**src/rtl/alu_pkg.sv**
```systemverilog
// Shared definitions for the 8-bit ALU and the two-requester arbiter that owns it.
// Holds the op codes, the arbiter state encoding and the legal-op decode.
package alu_pkg;

  localparam int W = 8;

  localparam logic [4:0] OP_LSL = 5'b10000;
  localparam logic [4:0] OP_LSR = 5'b10001;
  localparam logic [4:0] OP_AND = 5'b00000;
  localparam logic [4:0] OP_OR  = 5'b00001;
  localparam logic [4:0] OP_NOT = 5'b00010;
  localparam logic [4:0] OP_XOR = 5'b00011;
  localparam logic [4:0] OP_ADD = 5'b00100;
  localparam logic [4:0] OP_SUB = 5'b00101;
  localparam logic [4:0] OP_NOP = 5'b11111;

  typedef enum logic [1:0] {
    ST_IDLE = 2'b00,
    ST_EXEC = 2'b01,
    ST_RESP = 2'b10
  } state_t;

  function automatic logic op_legal(input logic [4:0] op);
    logic legal;
    case (op)
      OP_LSL, OP_LSR, OP_AND, OP_OR,
      OP_NOT, OP_XOR, OP_ADD, OP_SUB: legal = 1'b1;
      OP_NOP:                         legal = 1'b0;
      default:                        legal = 1'b0;
    endcase
    return legal;
  endfunction

endpackage

```
**src/rtl/alu_arbiter_if.sv**
```systemverilog
// Request/response bundle between the requesters (master) and the ALU arbiter (slave).
interface alu_arbiter_if #(
  parameter int W    = alu_pkg::W,
  parameter int NREQ = 2
) ();

  logic [NREQ-1:0]         req_valid;
  logic [NREQ-1:0]         req_ready;
  logic [NREQ-1:0][4:0]    req_op;
  logic [NREQ-1:0][W-1:0]  req_a;
  logic [NREQ-1:0][W-1:0]  req_b;
  logic [NREQ-1:0]         rsp_valid;
  logic [NREQ-1:0]         rsp_ready;
  logic [W-1:0]            rsp_data;
  logic                    rsp_zero;
  logic                    rsp_illegal;
  logic                    busy;

  modport master (
    output req_valid, req_op, req_a, req_b, rsp_ready,
    input  req_ready, rsp_valid, rsp_data, rsp_zero, rsp_illegal, busy
  );

  modport slave (
    input  req_valid, req_op, req_a, req_b, rsp_ready,
    output req_ready, rsp_valid, rsp_data, rsp_zero, rsp_illegal, busy
  );

endinterface

```
**src/rtl/alu.sv**
```systemverilog
// Combinational 8-bit ALU: shifts, bitwise ops, logical NOT, wrapping add/sub.
// Undefined op codes produce all-ones and raise the illegal flag.
module alu #(
  parameter int W = alu_pkg::W
) (
  input  logic [4:0]   op,
  input  logic [W-1:0] in1,
  input  logic [W-1:0] in2,
  output logic [W-1:0] res,
  output logic         zero,
  output logic         illegal
);
  import alu_pkg::*;

  localparam logic [W-1:0] SHIFT_LIM = W[W-1:0];

  // Result, zero and illegal flags for the presented operation
  always_comb begin
    res = {W{1'b0}};
    case (op)
      OP_LSL:  res = (in2 >= SHIFT_LIM) ? {W{1'b0}} : (in1 << in2);
      OP_LSR:  res = (in2 >= SHIFT_LIM) ? {W{1'b0}} : (in1 >> in2);
      OP_AND:  res = in1 & in2;
      OP_OR:   res = in1 | in2;
      OP_NOT:  res = (in1 == {W{1'b0}}) ? {{(W-1){1'b0}}, 1'b1} : {W{1'b0}};
      OP_XOR:  res = in1 ^ in2;
      OP_ADD:  res = in1 + in2;
      OP_SUB:  res = in1 - in2;
      default: res = {W{1'b1}};
    endcase
    illegal = ~op_legal(op);
    zero    = (res == {W{1'b0}});
  end

endmodule

```
**src/rtl/alu_arbiter.sv**
```systemverilog
// Round-robin arbiter sharing one ALU between two requesters, one operation in flight.
// Operands and results are registered; only req_ready is combinational.
module alu_arbiter #(
  parameter int W    = alu_pkg::W,
  parameter int NREQ = 2
) (
  input  logic         clk,
  input  logic         rst_n,
  alu_arbiter_if.slave bus
);
  import alu_pkg::*;

  state_t          state_q, state_d;
  logic            rr_q, rr_d;
  logic            owner_q, owner_d;
  logic [4:0]      op_q, op_d;
  logic [W-1:0]    a_q, a_d;
  logic [W-1:0]    b_q, b_d;
  logic [NREQ-1:0] rsp_valid_q, rsp_valid_d;
  logic [W-1:0]    rsp_data_q, rsp_data_d;
  logic            rsp_zero_q, rsp_zero_d;
  logic            rsp_illegal_q, rsp_illegal_d;
  logic            busy_q, busy_d;

  logic            grant_valid_s;
  logic            grant_idx_s;
  logic [NREQ-1:0] req_ready_s;
  logic [W-1:0]    alu_res_s;
  logic            alu_zero_s;
  logic            alu_illegal_s;

  alu #(.W(W)) u_alu (
    .op      (op_q),
    .in1     (a_q),
    .in2     (b_q),
    .res     (alu_res_s),
    .zero    (alu_zero_s),
    .illegal (alu_illegal_s)
  );

  // Round-robin pick: a lone requester wins, a tie goes to the pointer
  always_comb begin
    grant_valid_s = 1'b0;
    grant_idx_s   = 1'b0;
    case (bus.req_valid)
      2'b01: begin
        grant_valid_s = 1'b1;
        grant_idx_s   = 1'b0;
      end
      2'b10: begin
        grant_valid_s = 1'b1;
        grant_idx_s   = 1'b1;
      end
      2'b11: begin
        grant_valid_s = 1'b1;
        grant_idx_s   = rr_q;
      end
      default: begin
        grant_valid_s = 1'b0;
        grant_idx_s   = 1'b0;
      end
    endcase
  end

  // Ready only in IDLE and never while reset is held, so nothing can look accepted
  always_comb begin
    req_ready_s = {NREQ{1'b0}};
    if (rst_n && (state_q == ST_IDLE) && grant_valid_s) begin
      req_ready_s[grant_idx_s] = 1'b1;
    end else begin
      req_ready_s = {NREQ{1'b0}};
    end
  end

  // Next-state and next-output computation for the IDLE/EXEC/RESP sequence
  always_comb begin
    state_d       = state_q;
    rr_d          = rr_q;
    owner_d       = owner_q;
    op_d          = op_q;
    a_d           = a_q;
    b_d           = b_q;
    rsp_valid_d   = rsp_valid_q;
    rsp_data_d    = rsp_data_q;
    rsp_zero_d    = rsp_zero_q;
    rsp_illegal_d = rsp_illegal_q;
    case (state_q)
      ST_IDLE: begin
        if (grant_valid_s) begin
          op_d    = bus.req_op[grant_idx_s];
          a_d     = bus.req_a[grant_idx_s];
          b_d     = bus.req_b[grant_idx_s];
          owner_d = grant_idx_s;
          rr_d    = ~grant_idx_s;
          state_d = ST_EXEC;
        end else begin
          state_d = ST_IDLE;
        end
      end
      ST_EXEC: begin
        rsp_data_d             = alu_res_s;
        rsp_zero_d             = alu_zero_s;
        rsp_illegal_d          = alu_illegal_s;
        rsp_valid_d            = {NREQ{1'b0}};
        rsp_valid_d[owner_q]   = 1'b1;
        state_d                = ST_RESP;
      end
      ST_RESP: begin
        // The non-owner's rsp_ready is deliberately ignored
        if (bus.rsp_ready[owner_q]) begin
          rsp_valid_d = {NREQ{1'b0}};
          state_d     = ST_IDLE;
        end else begin
          state_d     = ST_RESP;
        end
      end
      default: begin
        rsp_valid_d = {NREQ{1'b0}};
        state_d     = ST_IDLE;
      end
    endcase
    busy_d = (state_d != ST_IDLE);
  end

  // State and registered outputs; reset drops any in-flight operation
  always_ff @(posedge clk or negedge rst_n) begin
    if (!rst_n) begin
      state_q       <= ST_IDLE;
      rr_q          <= 1'b0;
      owner_q       <= 1'b0;
      op_q          <= 5'b00000;
      a_q           <= {W{1'b0}};
      b_q           <= {W{1'b0}};
      rsp_valid_q   <= {NREQ{1'b0}};
      rsp_data_q    <= {W{1'b0}};
      rsp_zero_q    <= 1'b0;
      rsp_illegal_q <= 1'b0;
      busy_q        <= 1'b0;
    end else begin
      state_q       <= state_d;
      rr_q          <= rr_d;
      owner_q       <= owner_d;
      op_q          <= op_d;
      a_q           <= a_d;
      b_q           <= b_d;
      rsp_valid_q   <= rsp_valid_d;
      rsp_data_q    <= rsp_data_d;
      rsp_zero_q    <= rsp_zero_d;
      rsp_illegal_q <= rsp_illegal_d;
      busy_q        <= busy_d;
    end
  end

  assign bus.req_ready   = req_ready_s;
  assign bus.rsp_valid   = rsp_valid_q;
  assign bus.rsp_data    = rsp_data_q;
  assign bus.rsp_zero    = rsp_zero_q;
  assign bus.rsp_illegal = rsp_illegal_q;
  assign bus.busy        = busy_q;

endmodule

```
**src/flat_wrapper.sv**
```systemverilog
// flat-port wrapper written by rule: the top's interface ports become plain ports
module alu_arbiter_flat import alu_pkg::*;
#(
  parameter int W    = alu_pkg::W,
  parameter int NREQ = 2
)
  (clk, rst_n, bus_req_valid, bus_req_op, bus_req_a, bus_req_b, bus_rsp_ready, bus_req_ready, bus_rsp_valid, bus_rsp_data, bus_rsp_zero, bus_rsp_illegal, bus_busy);
  alu_arbiter_if #(.W(W), .NREQ(NREQ)) bus_i ();
  input  logic clk;
  input  logic rst_n;
  input wire logic [$bits(bus_i.req_valid)-1:0] bus_req_valid;
  input wire logic [$bits(bus_i.req_op)-1:0] bus_req_op;
  input wire logic [$bits(bus_i.req_a)-1:0] bus_req_a;
  input wire logic [$bits(bus_i.req_b)-1:0] bus_req_b;
  input wire logic [$bits(bus_i.rsp_ready)-1:0] bus_rsp_ready;
  output wire logic [$bits(bus_i.req_ready)-1:0] bus_req_ready;
  output wire logic [$bits(bus_i.rsp_valid)-1:0] bus_rsp_valid;
  output wire logic [$bits(bus_i.rsp_data)-1:0] bus_rsp_data;
  output wire logic [$bits(bus_i.rsp_zero)-1:0] bus_rsp_zero;
  output wire logic [$bits(bus_i.rsp_illegal)-1:0] bus_rsp_illegal;
  output wire logic [$bits(bus_i.busy)-1:0] bus_busy;
  assign bus_i.req_valid = bus_req_valid;
  assign bus_i.req_op = bus_req_op;
  assign bus_i.req_a = bus_req_a;
  assign bus_i.req_b = bus_req_b;
  assign bus_i.rsp_ready = bus_rsp_ready;
  assign bus_req_ready = bus_i.req_ready;
  assign bus_rsp_valid = bus_i.rsp_valid;
  assign bus_rsp_data = bus_i.rsp_data;
  assign bus_rsp_zero = bus_i.rsp_zero;
  assign bus_rsp_illegal = bus_i.rsp_illegal;
  assign bus_busy = bus_i.busy;
  alu_arbiter #(.W(W), .NREQ(NREQ)) u_core (.clk(clk), .rst_n(rst_n), .bus(bus_i));
endmodule
```
**config.mk**
```make
export PLATFORM = sky130hd
export DESIGN_NAME = alu_arbiter_flat
export DESIGN_NICKNAME = d
export VERILOG_FILES = /design/src/rtl/alu_pkg.sv /design/src/rtl/alu_arbiter_if.sv /design/src/rtl/alu.sv /design/src/rtl/alu_arbiter.sv /design/src/flat_wrapper.sv
export SDC_FILE = /design/constraint.sdc
export NUM_CORES = 1
export LEC_CHECK = 0
export BUFFER_PORTS_ARGS = -buffer_cell sky130_fd_sc_hd__buf_2
export CORE_MARGIN = 2
export CORE_UTILIZATION = 60
export CTS_BUF_LIST = sky130_fd_sc_hd__clkbuf_16
export DETAILED_ROUTE_END_ITERATION = 16
export PLACE_DENSITY = 0.86
export RECOVER_POWER = 50
export SYNTH_ARGS = -nofsm -noshare
export SYNTH_HDL_FRONTEND = slang
export SYNTH_SLANG_ARGS = --single-unit
export TNS_END_PERCENT = 100
```
**constraint.sdc**
```tcl
create_clock -name clk -period 7.42 [get_ports clk]
set_clock_uncertainty 0.15 [all_clocks]
set_input_delay 1.113 -clock clk [delete_from_list [all_inputs] [get_ports clk]]
set_output_delay 1.113 -clock clk [all_outputs]
set_load 0.02 [all_outputs]
```
==> metrics.md <==
| Metric | Value |
|---|---|
| Via count | 3,146 |
| Startpoint class of the critical path | primary input |
| Yosys top cell by area | dfrtp_1 |
| Failing checks | max-capacitance violations, max-slew violations |
| Hold Crit Class | reg2reg |
| Iter 0 DRT Violations | 460 |
| Dpl hpwl | 6413 µm |
| Met2 wire length | 4332 µm |
| Critical Path RT | a little over 6 ns |
| Max Freq | 232.1 MHz |
| Mapped Area | 0.003258 mm² |
| GPL Wtd Cong | 0.9723 |
| # hold bufs at CTS | 0 |
| Antenna viol nets, final | 0 |
| Top_reg_cell synth | dfrtp_1 |
| Sequential element share of the synthesized area | 29.19% |
| Setup TNS | 0 ns |
| Nets | 487 |
| CP endpoint kind | primary output |
| Synth top cells by count | 43 x inv_1, 38 x dfrtp_1, 27 x nor2_1, 26 x nand2_1, 25 x ha_1 |
| Area Growth Syn to Fin | 12.17% |
| Met3 wire length | 720 µm |
| Clk_lat worst skew | 0.28 ns |
| Root buffer cell | clkbuf_16 |
| RSZ-0062 raised after global routing | no |
| # rows | 26 |
| DRC | 0 |
| Mean post-synth cell area | just under 9 µm² |
| TritonRoute pass-1 iters | 6 |
| Setup violation total in the final timing report | 0 |
| DIE WIDTH | 77.69 µm |
| Post-Route M1 WL | about 3600 µm |
| CTS tree | built |
| CTS Buf Count | 5 |
| Initial antenna violation count | 0 |
| Async set-or-reset flop fraction in the synthesized netlist | 100.0% |
| GRT Total Usage | between 30% and 40% |
| Post-layout utilization of the core | a little over two thirds |
| Max Cap Violations | 1 |
| Vias in the first global route | 3,043 |
| Share of cells above drive strength 1 | 20.29% |
| Top post-synthesis cells by area | dfrtp_1 29%, ha_1 9.6%, a222oi_1 6.5% |
| Relative slew slack | -39.31% |
| Register clock-pin slew on the reported worst setup and hold paths | 0.06 ns |
| Max Used Layer | met4 |
| Yosys top cell area share | 29.19% |
| Critical Path Fanout Max | 40 |
| Drt total wl | 8880 µm |
| Max clock buf depth | 2 |
| I/O Buffers | 62 |
| Tightest Pin Transition | 2.090 ns |
| Ys Warns | 0 |
| Core area | 0.005172 mm² |
| Pwr Density | 549.4 mW/mm² |
| Total I/O pin count | 63 |
| Yosys cell types | 70 |
| VDD IR-drop max | 0.3018 mV |
| Final min period | 4.309 ns |
| First-pass GRT wire length | 14,810 µm |
| Die ar. | between 0.006 and 0.007 mm² |
| Post-synth EDFFs | 0 |
| Final Hold Vio Count | 0 |
| Period utilization | roughly three fifths |
| Syn Inst Count | 368 |
| Slew Limit Fails | a little over 40 |
| Worst-path cell chain | clkbuf_1 > and2_1 > buf_2 |
| Outcome | complete, but fails checks |
| CTS H-tree lvls | 2 |
| Clock sinks | 38 |
| Die H | 77.69 µm |
| Cell with the most instances after synthesis | inv_1 |
| Mapped Nets | ~440 |
| WL/cell | 18.35 µm |
| Worst path buffer plus inverter count | 2 |
| Largest net degree at the start of global routing | approximately 40 |
| Vias/cell | ~6.5 |
| Crit-path max cell delay | about 1.5 ns |
| Cts repair resizes | 0 |
| Post-CTS Setup Inserts | 0 |
| CP max stage cell | clkbuf_1 |
| LEAKAGE | between 1.5 and 2 nW |
| Worst path top cell family by delay | buffers and inverters |
| Arrival time worst endpoint | 3.05 ns |
| GR Overflow Total | 0 |
| Yosys reg bits | 38 |
| Starting Density | a little over three fifths |
| Number of diodes | 0 |
| Power, Total | roughly 2.0 mW |
| Worst setup path class | in2out |
| Worst reg2reg setup slack | 3.42 ns |
==> layout by cell type, fill, tap and decap left out, types with 5 or more instances in the layout <==
cell,n
nor3_1,9
ha_1,25
xnor2_1,9
and3_1,5
nand2_1,27
a211oi_1,7
clkbuf_16,5
buf_2,60
nor2_1,27
dfrtp_1,38
mux2i_1,8
mux2_2,5
nand3_1,5
a21oi_1,10
a222oi_1,21
inv_1,44
o21ai_0,14
a31oi_1,5
==> metrics by stage <==
stage	cells	area (µm²)	worst slack [ns]	hold slack [ns]
2_1_floorplan	368	3258	3.964	0.2910
3_3_place_gp	476	3540	3.542	0.3010
3_5_place_dp	476	3540	3.441	0.3078
4_1_cts	484	3677	3.418	0.3318
5_1_grt	484	3655	2.746	0.3505
6_report	484	3655	3.111	0.3301
==> layout make-up <==
cell class,count,area [µm²]
flip-flops and latches,38,950.9
clock inverters,3,12.51
well taps,70,87.58
inverters,44,165.2
clock buffers,5,125.1
repair buffers,64,319.1
multi-input cells,260,1994
fillers,401,1518
==> state kept, by name (all words and copies together) (netlist names) <==
register                cells
u_core.a_q                  8
u_core.op_q                 5
u_core.b_q                  8
u_core.bus.rsp_zero         1
u_core.bus.busy             1
u_core.rr_q                 1
u_core.bus.rsp_data         8
u_core.bus.rsp_illegal      1
u_core.owner_q              1
u_core.bus.rsp_valid        2
u_core.state_q              2
==> kinds of logic after synthesis <==
logic type,Yosys count,share of synthesized area [%]
AND/OR/NAND/NOR,107,17.63
AO/OA/AOI/OAI,100,24.16
buffers and inverters,70,9.101
flip-flops,38,29.19
adder cells (fa/ha/maj),26,10.22
multiplexers,18,7.296
XOR/XNOR,9,2.419
==> where the power goes <==
group,total (mW),switching (mW),internal [mW]
combinational,1.27,0.708,0.560
sequential,0.537,0.229,0.308
clock,0.203,0.0818,0.121
total,2.01,1.02,0.990
==> worst min-delay path, stage by stage, from the launching register on <==
cell     delay, ns
dfrtp_1       0.33
nand2_1       0.04
o21ai_0       0.06
==> layer usage <==
metal | global-route usage, % | up-vias
li1 | - | 1455
met1 | 40.48 | 1492
met2 | 51.81 | 174
met3 | 4.767 | 25
met4 | 11.61 | 0
met5 | 0 | -
==> final timing paths <==
check / startpoint / end / cells after the start
max: rst_n / bus_req_ready[0] / 3
min: u_core.bus.rsp_data[7] / u_core.bus.rsp_data[7] / 2
max reg2reg: u_core.b_q[0] / u_core.bus.rsp_zero / 11
min reg2reg: u_core.bus.rsp_data[7] / u_core.bus.rsp_data[7] / 2
max in group asynchronous: rst_n / u_core.bus.rsp_data[1] / 1
min in group asynchronous: rst_n / u_core.a_q[5] / 1
Power figures use the tool's default switching activity.
